### src/rtl/pll_drp_reconfig.sv
// DRP reconfiguration controller for a PLLE4/MMCME4-class primitive.
// Holds the PLL in reset, read-modify-writes the CLKFBOUT and CLKOUTi counter pairs, then waits for lock.
module pll_drp_reconfig #(
    parameter int         NUM_OUT      = 2,
    parameter logic [6:0] ADDR_OUT0    = 7'h08,
    parameter logic [6:0] ADDR_FB      = 7'h0C,
    parameter int         DRDY_TIMEOUT = 64,
    parameter int         LOCK_TIMEOUT = 65536
) (
    input  logic                 clk_in0,
    input  logic                 reset,
    input  logic                 cfg_valid,
    output logic                 cfg_ready,
    input  logic [6:0]           cfg_mult,
    input  logic [7*NUM_OUT-1:0] cfg_div,
    output logic [6:0]           daddr,
    output logic                 den,
    output logic                 dwe,
    output logic [15:0]          di,
    input  logic [15:0]          do_in,
    input  logic                 drdy,
    input  logic                 locked,
    output logic                 pll_rst,
    output logic                 busy,
    output logic                 done,
    output logic [1:0]           err
);

    localparam int NUM_REG = 2 * (NUM_OUT + 1);
    localparam int IDX_W   = $clog2(NUM_REG);
    localparam int PAIR_W  = IDX_W - 1;
    localparam logic [IDX_W-1:0] LAST_IDX = IDX_W'(NUM_REG - 1);

    typedef enum logic [3:0] {
        S_RESET, S_IDLE, S_RST_ON, S_RD, S_RD_WAIT, S_WR, S_WR_WAIT,
        S_RST_OFF, S_LOCK_WAIT, S_DONE
    } state_t;

    typedef enum logic [1:0] {
        ERR_OK   = 2'd0,
        ERR_CFG  = 2'd1,
        ERR_DRDY = 2'd2,
        ERR_LOCK = 2'd3
    } err_t;

    state_t            state, state_next;
    err_t              err_q, err_pend;
    logic [6:0]        vals [NUM_OUT+1];   // entry 0 is the feedback multiply
    logic [IDX_W-1:0]  reg_idx;
    logic [PAIR_W-1:0] pair;
    logic [15:0]       rd_data;
    logic [31:0]       tmo_cnt;
    logic              lock_prev;

    logic              accept, cfg_legal, last_reg, drdy_tmo, lock_tmo, lock_ok;
    logic [6:0]        reg_addr, d;
    logic [5:0]        d_high, d_low;
    logic [15:0]       reg1, reg2, wr_data;

    assign accept   = cfg_valid && (state == S_IDLE);
    assign last_reg = (reg_idx == LAST_IDX);
    assign drdy_tmo = (tmo_cnt == 32'(DRDY_TIMEOUT - 1));
    assign lock_tmo = (tmo_cnt == 32'(LOCK_TIMEOUT - 1));
    assign lock_ok  = locked && lock_prev;
    assign pair     = reg_idx[IDX_W-1:1];

    // NOTE: every always_comb output gets a default first so no path can infer a latch.
    always_comb begin
        cfg_legal = (cfg_mult != 7'd0) && (cfg_mult <= 7'd64);
        for (int i = 0; i < NUM_OUT; i++) begin
            if (cfg_div[7*i +: 7] == 7'd0 || cfg_div[7*i +: 7] > 7'd64)
                cfg_legal = 1'b0;
        end
    end

    // Word being written: divide D split into high = D>>1 and low = D-high; D=64 wraps both fields to 0.
    always_comb begin
        d        = vals[pair];
        d_high   = d[6:1];
        d_low    = 6'(d - {1'b0, d_high});
        reg_addr = (reg_idx < IDX_W'(2)) ? ADDR_FB + 7'(reg_idx)
                                         : ADDR_OUT0 + 7'(reg_idx) - 7'd2;
        reg1     = (rd_data & 16'hF000) |
                   ((d == 7'd64) ? 16'h0000 : {4'b0, d_high, d_low});
        reg2     = (rd_data & 16'hFF3F) | {8'b0, d[0], (d == 7'd1), 6'b0};
        wr_data  = reg_idx[0] ? reg2 : reg1;
    end

    always_ff @(posedge clk_in0) begin
        if (reset) state <= S_RESET;
        else       state <= state_next;
    end

    always_comb begin
        state_next = state;
        case (state)
            S_RESET:     state_next = S_IDLE;
            S_IDLE:      if (accept) state_next = cfg_legal ? S_RST_ON : S_DONE;
            S_RST_ON:    state_next = S_RD;
            S_RD:        state_next = S_RD_WAIT;
            S_RD_WAIT:   if (drdy) state_next = S_WR;
                         else if (drdy_tmo) state_next = S_RST_OFF;
            S_WR:        state_next = S_WR_WAIT;
            S_WR_WAIT:   if (drdy) state_next = last_reg ? S_RST_OFF : S_RD;
                         else if (drdy_tmo) state_next = S_RST_OFF;
            S_RST_OFF:   state_next = S_LOCK_WAIT;
            S_LOCK_WAIT: if (lock_ok || lock_tmo) state_next = S_DONE;
            S_DONE:      state_next = S_IDLE;
            default:     state_next = S_IDLE;
        endcase
    end

    always_comb begin
        cfg_ready = (state == S_IDLE);
        busy      = !(state inside {S_RESET, S_IDLE});
        done      = (state == S_DONE);
        den       = (state inside {S_RD, S_WR});
        dwe       = (state == S_WR);
        daddr     = den ? reg_addr : 7'd0;
        di        = (state == S_WR) ? wr_data : 16'd0;
        pll_rst   = (state inside {S_RESET, S_RST_ON, S_RD, S_RD_WAIT, S_WR, S_WR_WAIT});
    end

    // NOTE: the captured request values have no reset; they are always loaded at accept before use.
    always_ff @(posedge clk_in0) begin
        if (accept) begin
            vals[0] <= cfg_mult;
            for (int i = 0; i < NUM_OUT; i++) vals[i+1] <= cfg_div[7*i +: 7];
        end
    end

    // NOTE: sequential state uses non-blocking assignments only, so every register samples pre-edge values.
    always_ff @(posedge clk_in0) begin
        if (reset) begin
            err_q     <= ERR_OK;
            err_pend  <= ERR_OK;
            reg_idx   <= '0;
            rd_data   <= 16'd0;
            tmo_cnt   <= 32'd0;
            lock_prev <= 1'b0;
        end else begin
            case (state)
                S_IDLE: if (accept) begin
                    err_q    <= cfg_legal ? ERR_OK : ERR_CFG;
                    err_pend <= ERR_OK;
                    reg_idx  <= '0;
                end
                S_RD, S_WR: tmo_cnt <= 32'd0;
                S_RD_WAIT: begin
                    tmo_cnt <= tmo_cnt + 32'd1;
                    if (drdy) rd_data <= do_in;
                    else if (drdy_tmo) err_pend <= ERR_DRDY;
                end
                S_WR_WAIT: begin
                    tmo_cnt <= tmo_cnt + 32'd1;
                    if (drdy && !last_reg) reg_idx <= reg_idx + IDX_W'(1);
                    else if (!drdy && drdy_tmo) err_pend <= ERR_DRDY;
                end
                // Lock budget counts from the release cycle itself.
                S_RST_OFF: begin
                    tmo_cnt   <= 32'd1;
                    lock_prev <= 1'b0;
                end
                S_LOCK_WAIT: begin
                    tmo_cnt   <= tmo_cnt + 32'd1;
                    lock_prev <= locked;
                    if (lock_ok)       err_q <= err_pend;
                    else if (lock_tmo) err_q <= (err_pend != ERR_OK) ? err_pend : ERR_LOCK;
                end
                default: ;
            endcase
        end
    end

    assign err = err_q;

endmodule

### config.mk
export PLATFORM = sky130hd
export DESIGN_NAME = pll_drp_reconfig
export DESIGN_NICKNAME = d
export VERILOG_FILES = /design/src/rtl/pll_drp_reconfig.sv
export SDC_FILE = /design/constraint.sdc
export NUM_CORES = 1
export LEC_CHECK = 0
export CAP_MARGIN = 15
export CORE_UTILIZATION = 39
export CTS_CLUSTER_SIZE = 20
export DETAILED_ROUTE_END_ITERATION = 16
export GPL_TIMING_DRIVEN = 1
export HOLD_SLACK_MARGIN = 0.03
export PLACE_DENSITY = 0.65
export SYNTH_ARGS = -nofsm -noshare
export SYNTH_HDL_FRONTEND = slang
export SYNTH_SLANG_ARGS = --single-unit
### constraint.sdc
create_clock -name clk_in0 -period 4.2 [get_ports clk_in0]
set_input_delay 0.84 -clock clk_in0 [delete_from_list [all_inputs] [get_ports clk_in0]]
set_output_delay 0.84 -clock clk_in0 [all_outputs]
set_load 0.005 [all_outputs]
---- Word level (Yosys, flattened, before mapping) ----
Memory sizes are Yosys's and may differ from the RTL's. A register that Yosys moved wholly into a read port is not among the register bits.
Cells that the tools add are included.
word-level totals
  flip-flop bits (word level) ............. 60
  bits in writable memories ............... 21
  output and inout bits ................... 31
  logic and storage cells ................. 109
  memories kept ........................... 1
memory list
  name  depth  width  read ports  clocked after memory_dff  write ports  line  RTL
  vals  3      7      1           1                         3            48    logic [6:0] vals [NUM_OUT+1];
cells by class
  add/sub/neg operators ................... 6
  $lt $le $gt $ge ......................... 4
  eq/ne operators ......................... 22
  muxes and demuxes ....................... 36
  bitwise logic cells ..................... 2
  reductions and logical operators ........ 31
operators with widths
  operator                                                count
  one-hot mux 32 bit (3 select lines)                     1
  adder 32 x 1 -> 32 bit (second input constant)          1
  equality test 32 x 16 -> 1 bit (second input constant)  1
  equality test 32 x 6 -> 1 bit (second input constant)   1
  2-to-1 mux 16 bit                                       2
  one-hot mux 4 bit (8 select lines)                      1
  2-to-1 mux 4 bit                                        6
  2-to-1 mux 2 bit                                        11
  equality test 4 x 3 -> 1 bit (second input constant)    4
  OR 16 x 12 -> 16 bit                                    1
  OR 16 x 8 -> 16 bit                                     1
  greater-than comparator 7 bit (second input constant)   2
  logical NOT 7 bit                                       2
  2-to-1 mux 7 bit                                        2
  2-to-1 mux 12 bit                                       1
  nonzero test 2 bit                                      6
  adder 4 x 3 -> 5 bit (first input constant)             2
  2-to-1 mux 3 bit                                        3
  equality test 4 x 2 -> 1 bit (second input constant)    2
  equality test 4 bit (second input constant)             2
  inequality test 2 bit (second input constant)           4
  equality test 7 x 1 -> 1 bit (second input constant)    1
  equality test 7 bit (second input constant)             1
  <= comparator 7 bit (second input constant)             1
  other kinds (25)                                        42

---- Longest topological paths before layout ----
Gate-level depths: netlist of run 1.
  depth in word-level cells ............... 7
  depth in mapped cells ................... 12
  depth with buffers taken out ............ 11

---- Worst setup path after synthesis of run 1 ----
OpenSTA, ideal clock, no wires.
  path type ............................... reg-to-output
  start point ............................. reg with a tool-made name
  end point ............................... out di[4]
  arrival ................................. 2.538 ns
  data required time ...................... 3.360 ns
  slack ................................... 0.822 ns
  stages on the path, launching flop included .. 12
  buffers on the path ..................... 1
  cells stage by stage .................... dfxtp_1 > clkbuf_1 > mux2i_1 > o21ai_0 > ha_1 > inv_1 > fa_1 > a21o_1 > a21oi_1 > xor2_1 > a22oi_1 > nor2_1
RTL lines
  item       line  RTL
  to (decl)  19    output logic [15:0] di,

==> reports/qor.csv, run 1 <==
metric,value,unit
Synth Register Bits,80,
number of core rows,37,
antenna-violating nets left,0,
total grt overflow,0,
WL/cell,14.4,um
Synth area leaders,"dfxtp_1 (28%), edfxtp_1 (15%), nor2_1 (5.2%)",
Final nets,595,
Max-Slew Margin vs Limit,38.3,%
R2R setup slack,1.91,ns
FMAX,0.251,GHz
fillers,995,
die area,11100,sq um
chip width,105,um
"Distinct cells, synth",58,
Reg power frac,48.7,%
clk sinks,80,
drt total wl,9770,um
vias per cell,5.16,
Synth Area in Compound Gates,11.3,%
MaxCap Viol Count,0,
number of synthesized flops with an enable pin,21,
first-pass GRT wire length,16500,um
worst hold slack,0.454,ns
Yosys Warn Count,0,
PwrDens,334,nW/um^2
largest net degree at the start of global routing,31,
Post-CTS Setup Repair Bufs,0,
mux share of post-synthesis cell area,1.68,%
Worst VDD drop,0.000202,V
RSZ-0062 raised after global routing,no,
cell-internal power,1.29,mW
CTS tree,built,
Critical Path Max Stage Delay,0.51,ns
cts bufs inserted,9,
worst min-delay path class,reg -> reg,
layout cells sized above 1,6.63,%
Post-Synth Simple-Gate Area,27.0,%
status,finished clean,
FF-to-FF End,tmo_cnt[22]$_SDFFE_PP0P_,
synth-to-layout area growth,24.7,%
total track usage,18.7,%
die height,105,um
hold worst-path end,rd_data[13]$_SDFFE_PP0P_,
period utilisation layout,94.8,%
net load switching power,445,uW
initial drt markers,139,
Startpoint Class,flop,
Hold Crit Start,rd_data[13]$_SDFFE_PP0P_,
Clock Latency Late Sink,0.36,ns
Final min period,3.98,ns
Crit Path Class,reg -> out,
top-count cell post-synth,dfxtp_1,
initial antenna violation count,0,
# IOs,73,
Synth top cells by count,"dfxtp_1 (59), nor2_1 (58), nand2_1 (57), a21oi_1 (35)",
Sw Ratio,25.7,%
"Primary FF master, synth",dfxtp_1,
leak pwr,1.83,nW
GPL Wtd Cong,0.850,
biggest area consumer among synthesized cells,dfxtp_1,
final setup skew,0.0169,ns
Yosys top cell area share,28.4,%
area of the core,10300,sq um
crit path cell chain,mux2i_1 > o21ai_0 > inv_1 > ha_1 > inv_1 > fa_1 > a21o_1 > a21oi_1 > xor2_1 > a22oi_1 > nor2_1 > clkdlybuf4s50_1,
starting density of the core,40.3,%
DRC,0,
Post-Syn Area,4160,sq um
drt first pass iters,5,
ys async rst share,0,%
CP endpoint kind,output port,
largest family of logic cells by synthesized area,simple AND/OR/NAND/NOR gates,
clk slew on worst S/H paths,0.08,ns
post-synthesis average cell area,8.76,sq um
H-tree lvl count,3,
clock power share,34.5,%
setup TNS,0,ns
Post-Synth XOR/XNOR Area,7.58,%
Clock Tree Buf Depth,2,
CP Max Fanout,7,
Crit Reg-Reg Startpoint,state[1]$_SDFFE_PP0P_,
reg2reg path depth,5,
slowest CP cell,clkdlybuf4s50_1,
vias in the first global route,3492,
Mapped Cells,475,
Adder-Cell Fraction of Synth Area,4.69,%
CP Data Arrival Time,3.14,ns
final-report hold violation count,0,
Combinational Power Share,16.8,%
routed via count,3505,
sequential fraction of the synthesis area,43.5,%
# hold bufs at CTS,0,
Hold Path Depth,2,
endpoints failing setup,0,
Root Driver,clkbuf_8,
Critical Path RT,3.36,ns
fin. max-slew vios,0,
# diodes,0,
Slew @ Worst Pin,0.913,ns
Port Buffers,68,
HPWL Detailed,7230,um
CP most frequent cell,inv_1,
## final cells by class
cell class / instances / area, sq um / area share [%]
Clock buffer: 11 / 163 / 3.14
Clock inverter: 5 / 52.6 / 1.01
Inverter: 17 / 63.8 / 1.23
Multi-Input combinational cell: 354 / 2180 / 42.0
Sequential cell: 80 / 1820 / 35.0
Tap cell: 136 / 170 / 3.28
Timing Repair Buffer: 76 / 741 / 14.3
## per-stage QoR
step | instance area [sq um] | instances | setup slack, ns | util [%] | total power, mW
3_5_place_dp | 4970 | 663 | 0.363 | 48.1 | 1.15
2_1_floorplan | 4160 | 476 | 0.822 | - | 1.03
5_1_grt | 5190 | 679 | 0.0328 | 50.2 | 1.82
4_1_cts | 5180 | 679 | 0.0418 | 50.2 | 1.75
6_report | 5190 | 679 | 0.217 | 50.2 | 1.73
3_3_place_gp | 4970 | 663 | 0.487 | 48.1 | 1.15
## metal layers
layer	vias to the layer above	GRT usage (%)	routed length (um)
li1	1776	-	-
met1	1651	22.3	4420
met2	62	32.7	4830
met3	16	4.27	359
met4	0	6.84	159
met5	-	0	0
## state kept, by name, summed over array words and instances, names as in the netlist, named ones only
| signal | cells |
|---|---|
| lock_prev | 1 |
| vals | 21 |
| err_pend | 1 |
| reg_idx | 3 |
| err | 2 |
| rd_data | 14 |
| tmo_cnt | 32 |
| state | 4 |
## kinds of logic after synthesis
kind of cell / Yosys count
simple gates: 218
xor+xnor: 36
buf+inv: 42
mux: 7
flops: 80
other cells: 1
compound gates: 76
fa+ha+maj: 15
## worst max-delay path: cells and delay by family (launching register included)
| kind | cells | cell delay, ns |
|---|---|---|
| buffers and inverters | 3 | 0.71 |
| XOR/XNOR | 1 | 0.16 |
| flip-flops | 1 | 0.41 |
| AO/OA/AOI/OAI | 4 | 0.62 |
| adder cells (fa/ha/maj) | 2 | 0.58 |
| multiplexers | 1 | 0.22 |
| AND/OR/NAND/NOR | 1 | 0.11 |
## power by group through the flow
stage	combinational [mW]	clock, mW	sequential, mW
after detailed placement	0.291	0	0.862
after floorplan	0.174	0	0.860
after global placement	0.285	0	0.861
after CTS	0.293	0.615	0.844
after global routing	0.323	0.648	0.847
final	0.291	0.598	0.843
## timing repair
action,in CTS,in global routing
endpoints found under the hold margin,0,0
resized for setup,1,3
setup endpoints to repair,1,9
cloned,0,0
## cells in the final DEF (no fill, tap or decap), types with 9 or more instances in the layout
| master | count |
|---|---|
| and2_1 | 12 |
| nand2_1 | 57 |
| nand4_1 | 9 |
| xnor2_1 | 21 |
| inv_1 | 17 |
| and3_1 | 10 |
| edfxtp_1 | 21 |
| clkbuf_8 | 10 |
| clkdlybuf4s50_1 | 68 |
| nand3_1 | 15 |
| ha_1 | 14 |
| nor2_1 | 58 |
| dfxtp_1 | 57 |
| a21oi_1 | 35 |
| xor2_1 | 15 |
| nor3_1 | 16 |
## how the worst max path moves through the flow
stage,end,slack [ns],cells after the start
after floorplan,di[4],0.82,11
final,di[4],0.22,12
after global routing,di[4],0.03,12
after CTS,di[4],0.04,12
after global placement,di[4],0.49,12
after detailed placement,di[5],0.36,11
Power figures use the tool's default switching activity.
==> run 2: changes to the inputs <==
- CORE_ASPECT_RATIO: unset -> 0.8
- CTS_BUF_LIST: unset -> sky130_fd_sc_hd__clkbuf_4 sky130_fd_sc_hd__clkbuf_8 sky130_fd_sc_hd__clkbuf_16
==> run 2 against run 1 <==
  * Count of clock-buffer cells in the layout is 2 lower
  * Via count about the same
  * Largest cell class unchanged
  * Critical path depth unchanged
  * Sequential cell count unchanged
  * Sequential power is 2.5% higher
  * First-iteration DRC count up 29%
  * Fmax is 0.66% lower
  * Hold slack got worse by 0.0041 ns
  * Die area is essentially flat
  * Critical path type unchanged
  * Setup slack got worse by 0.026 ns
  * Global-route usage fell by 0.68 points
  * Register-to-register slack got worse by 0.09 ns
==> reports/qor.csv, run 2 (same netlist as run 1, synthesis figures left out) <==
metric,value,unit
Max-Slew Margin vs Limit,38.2,%
DRC,0,
drt first pass iters,4,
fillers,961,
WL/cell,14.3,um
largest net degree at the start of global routing,31,
routed via count,3507,
drt total wl,9750,um
final-report hold violation count,0,
placed instance area,4950,sq um
Worst VDD drop,0.000246,V
crit path cell chain,mux2i_1 > o21ai_0 > inv_1 > ha_1 > inv_1 > fa_1 > a21o_1 > a21oi_1 > xor2_1 > a22oi_1 > nor2_1 > clkdlybuf4s50_1,
endpoints failing setup,0,
setup TNS,0,ns
# diodes,0,
final setup skew,0.00596,ns
Clock Latency Late Sink,0.34,ns
Root Driver,clkbuf_16,
Startpoint Class,flop,
reg2reg path depth,4,
max reg flops,32,
CP Data Arrival Time,3.17,ns
number of core rows,33,
Hold Crit Start,rd_data[13]$_SDFFE_PP0P_,
chip width,117,um
total grt overflow,0,
most frequent cells in the layout,"clkdlybuf4s50_1 (68), nor2_1 (58), nand2_1 (57), dfxtp_1 (57), a21oi_1 (35)",
cts bufs inserted,9,
total chip power,1.99,mW
cell family with most CP delay,buffers and inverters,
leak pwr,1.86,nW
die height,94.4,um
Slew @ Worst Pin,0.914,ns
vias in the first global route,3265,
CP Max Fanout,7,
Clock Tree Buf Depth,2,
fin. max-slew vios,0,
FMAX,0.249,GHz
Final nets,592,
clk slew on worst S/H paths,0.06,ns
Critical Path RT,3.36,ns
slowest CP cell,clkdlybuf4s50_1,
antenna-violating nets left,0,
CP most frequent cell,inv_1,
die area,11100,sq um
Crit Path Class,reg -> out,
RSZ-0062 raised after global routing,no,
period utilisation layout,95.5,%
Critical Path Max Stage Delay,0.51,ns
PwrDens,377,nW/um^2
"commonest non-fill, non-tap cell in the layout",clkdlybuf4s50_1,
# IOs,73,
# hold bufs at CTS,0,
Port Buffers,68,
initial drt markers,179,
vias per cell,5.16,
status,finished clean,
Hold Path Depth,2,
worst hold slack,0.450,ns
clk sinks,80,
MaxCap Viol Count,0,
first-pass GRT wire length,15800,um
GPL Wtd Cong,0.803,
total track usage,18.0,%
Crit Reg-Reg Startpoint,state[3]$_SDFFE_PP0P_,
HPWL Detailed,7000,um
hold worst-path end,rd_data[13]$_SDFFE_PP0P_,
Top Registers,"tmo_cnt (32), vals (21), rd_data (14)",
Final min period,4.01,ns
worst min-delay path class,reg -> reg,
CP bufs+invs,3,
FF-to-FF End,err[0]$_SDFFE_PP0P_,
starting density of the core,40.3,%
CTS tree,built,
layout cells sized above 1,6.11,%
R2R setup slack,1.82,ns
initial antenna violation count,0,
H-tree lvl count,3,
area of the core,10300,sq um
Top reg by flops,tmo_cnt,
CP endpoint kind,output port,
synth-to-layout area growth,26.9,%
fin area,5280,sq um
## run 2: cell types whose count changed in the layout (fill, tap and decap cells not counted), sizes merged
| cell | change |
|---|---|
| clkinvlp | +1 |
| bufinv | +1 |
| inv | +2 |
| clkinv | -2 |
| clkbuf | -2 |
| buf | -3 |
## run 2: tightest hold or removal path, stage by stage (launching register included)
cell and delay [ns]:
dfxtp_1 0.30, nand2_1 0.05, a21oi_1 0.05
## run 2: repair_timing
action,4_1_cts,5_1_grt
setup endpoints to repair,0,3
resized for setup,0,3
buffers inserted,0,0
endpoints found under the hold margin,0,0
## run 2: final cells by class
cell class / instances / area (sq um) / share of cell area, %
multi-input cells: 354 / 2180 / 41.3
flip-flops and latches: 80 / 1810 / 34.4
repair buffers: 73 / 718 / 13.6
clock buffers: 9 / 225 / 4.27
well taps: 140 / 175 / 3.32
clock inverters: 7 / 104 / 1.97
inverters: 17 / 63.8 / 1.21
## run 2: per-layer routing
layer  wire length (um)  GRT usage [%]
met4                101           5.66
met2               4310           28.3
met1               4930           25.2
met5                  0              0
met3                409           3.20
## run 2: report_power, final
group / switching [mW] / internal, mW
clock: 0.334 / 0.528
combinational: 0.140 / 0.127
sequential: 0.0324 / 0.832
## run 2: metrics by stage
step	std cells	setup slack, ns	util (%)
global route	680	0.00806	51.2
CTS	680	0.0512	51.1
floorplan	476	0.822	-
finish	680	0.191	51.2
global placement	664	0.429	47.9
detailed placement	664	0.436	47.9
## run 2: worst max path at each step
stage / endpoint / depth (start not counted)
finish: di[4] / 12
global route: di[4] / 12
CTS: di[5] / 11
detailed placement: di[4] / 12
global placement: di[5] / 11
floorplan: di[4] / 11
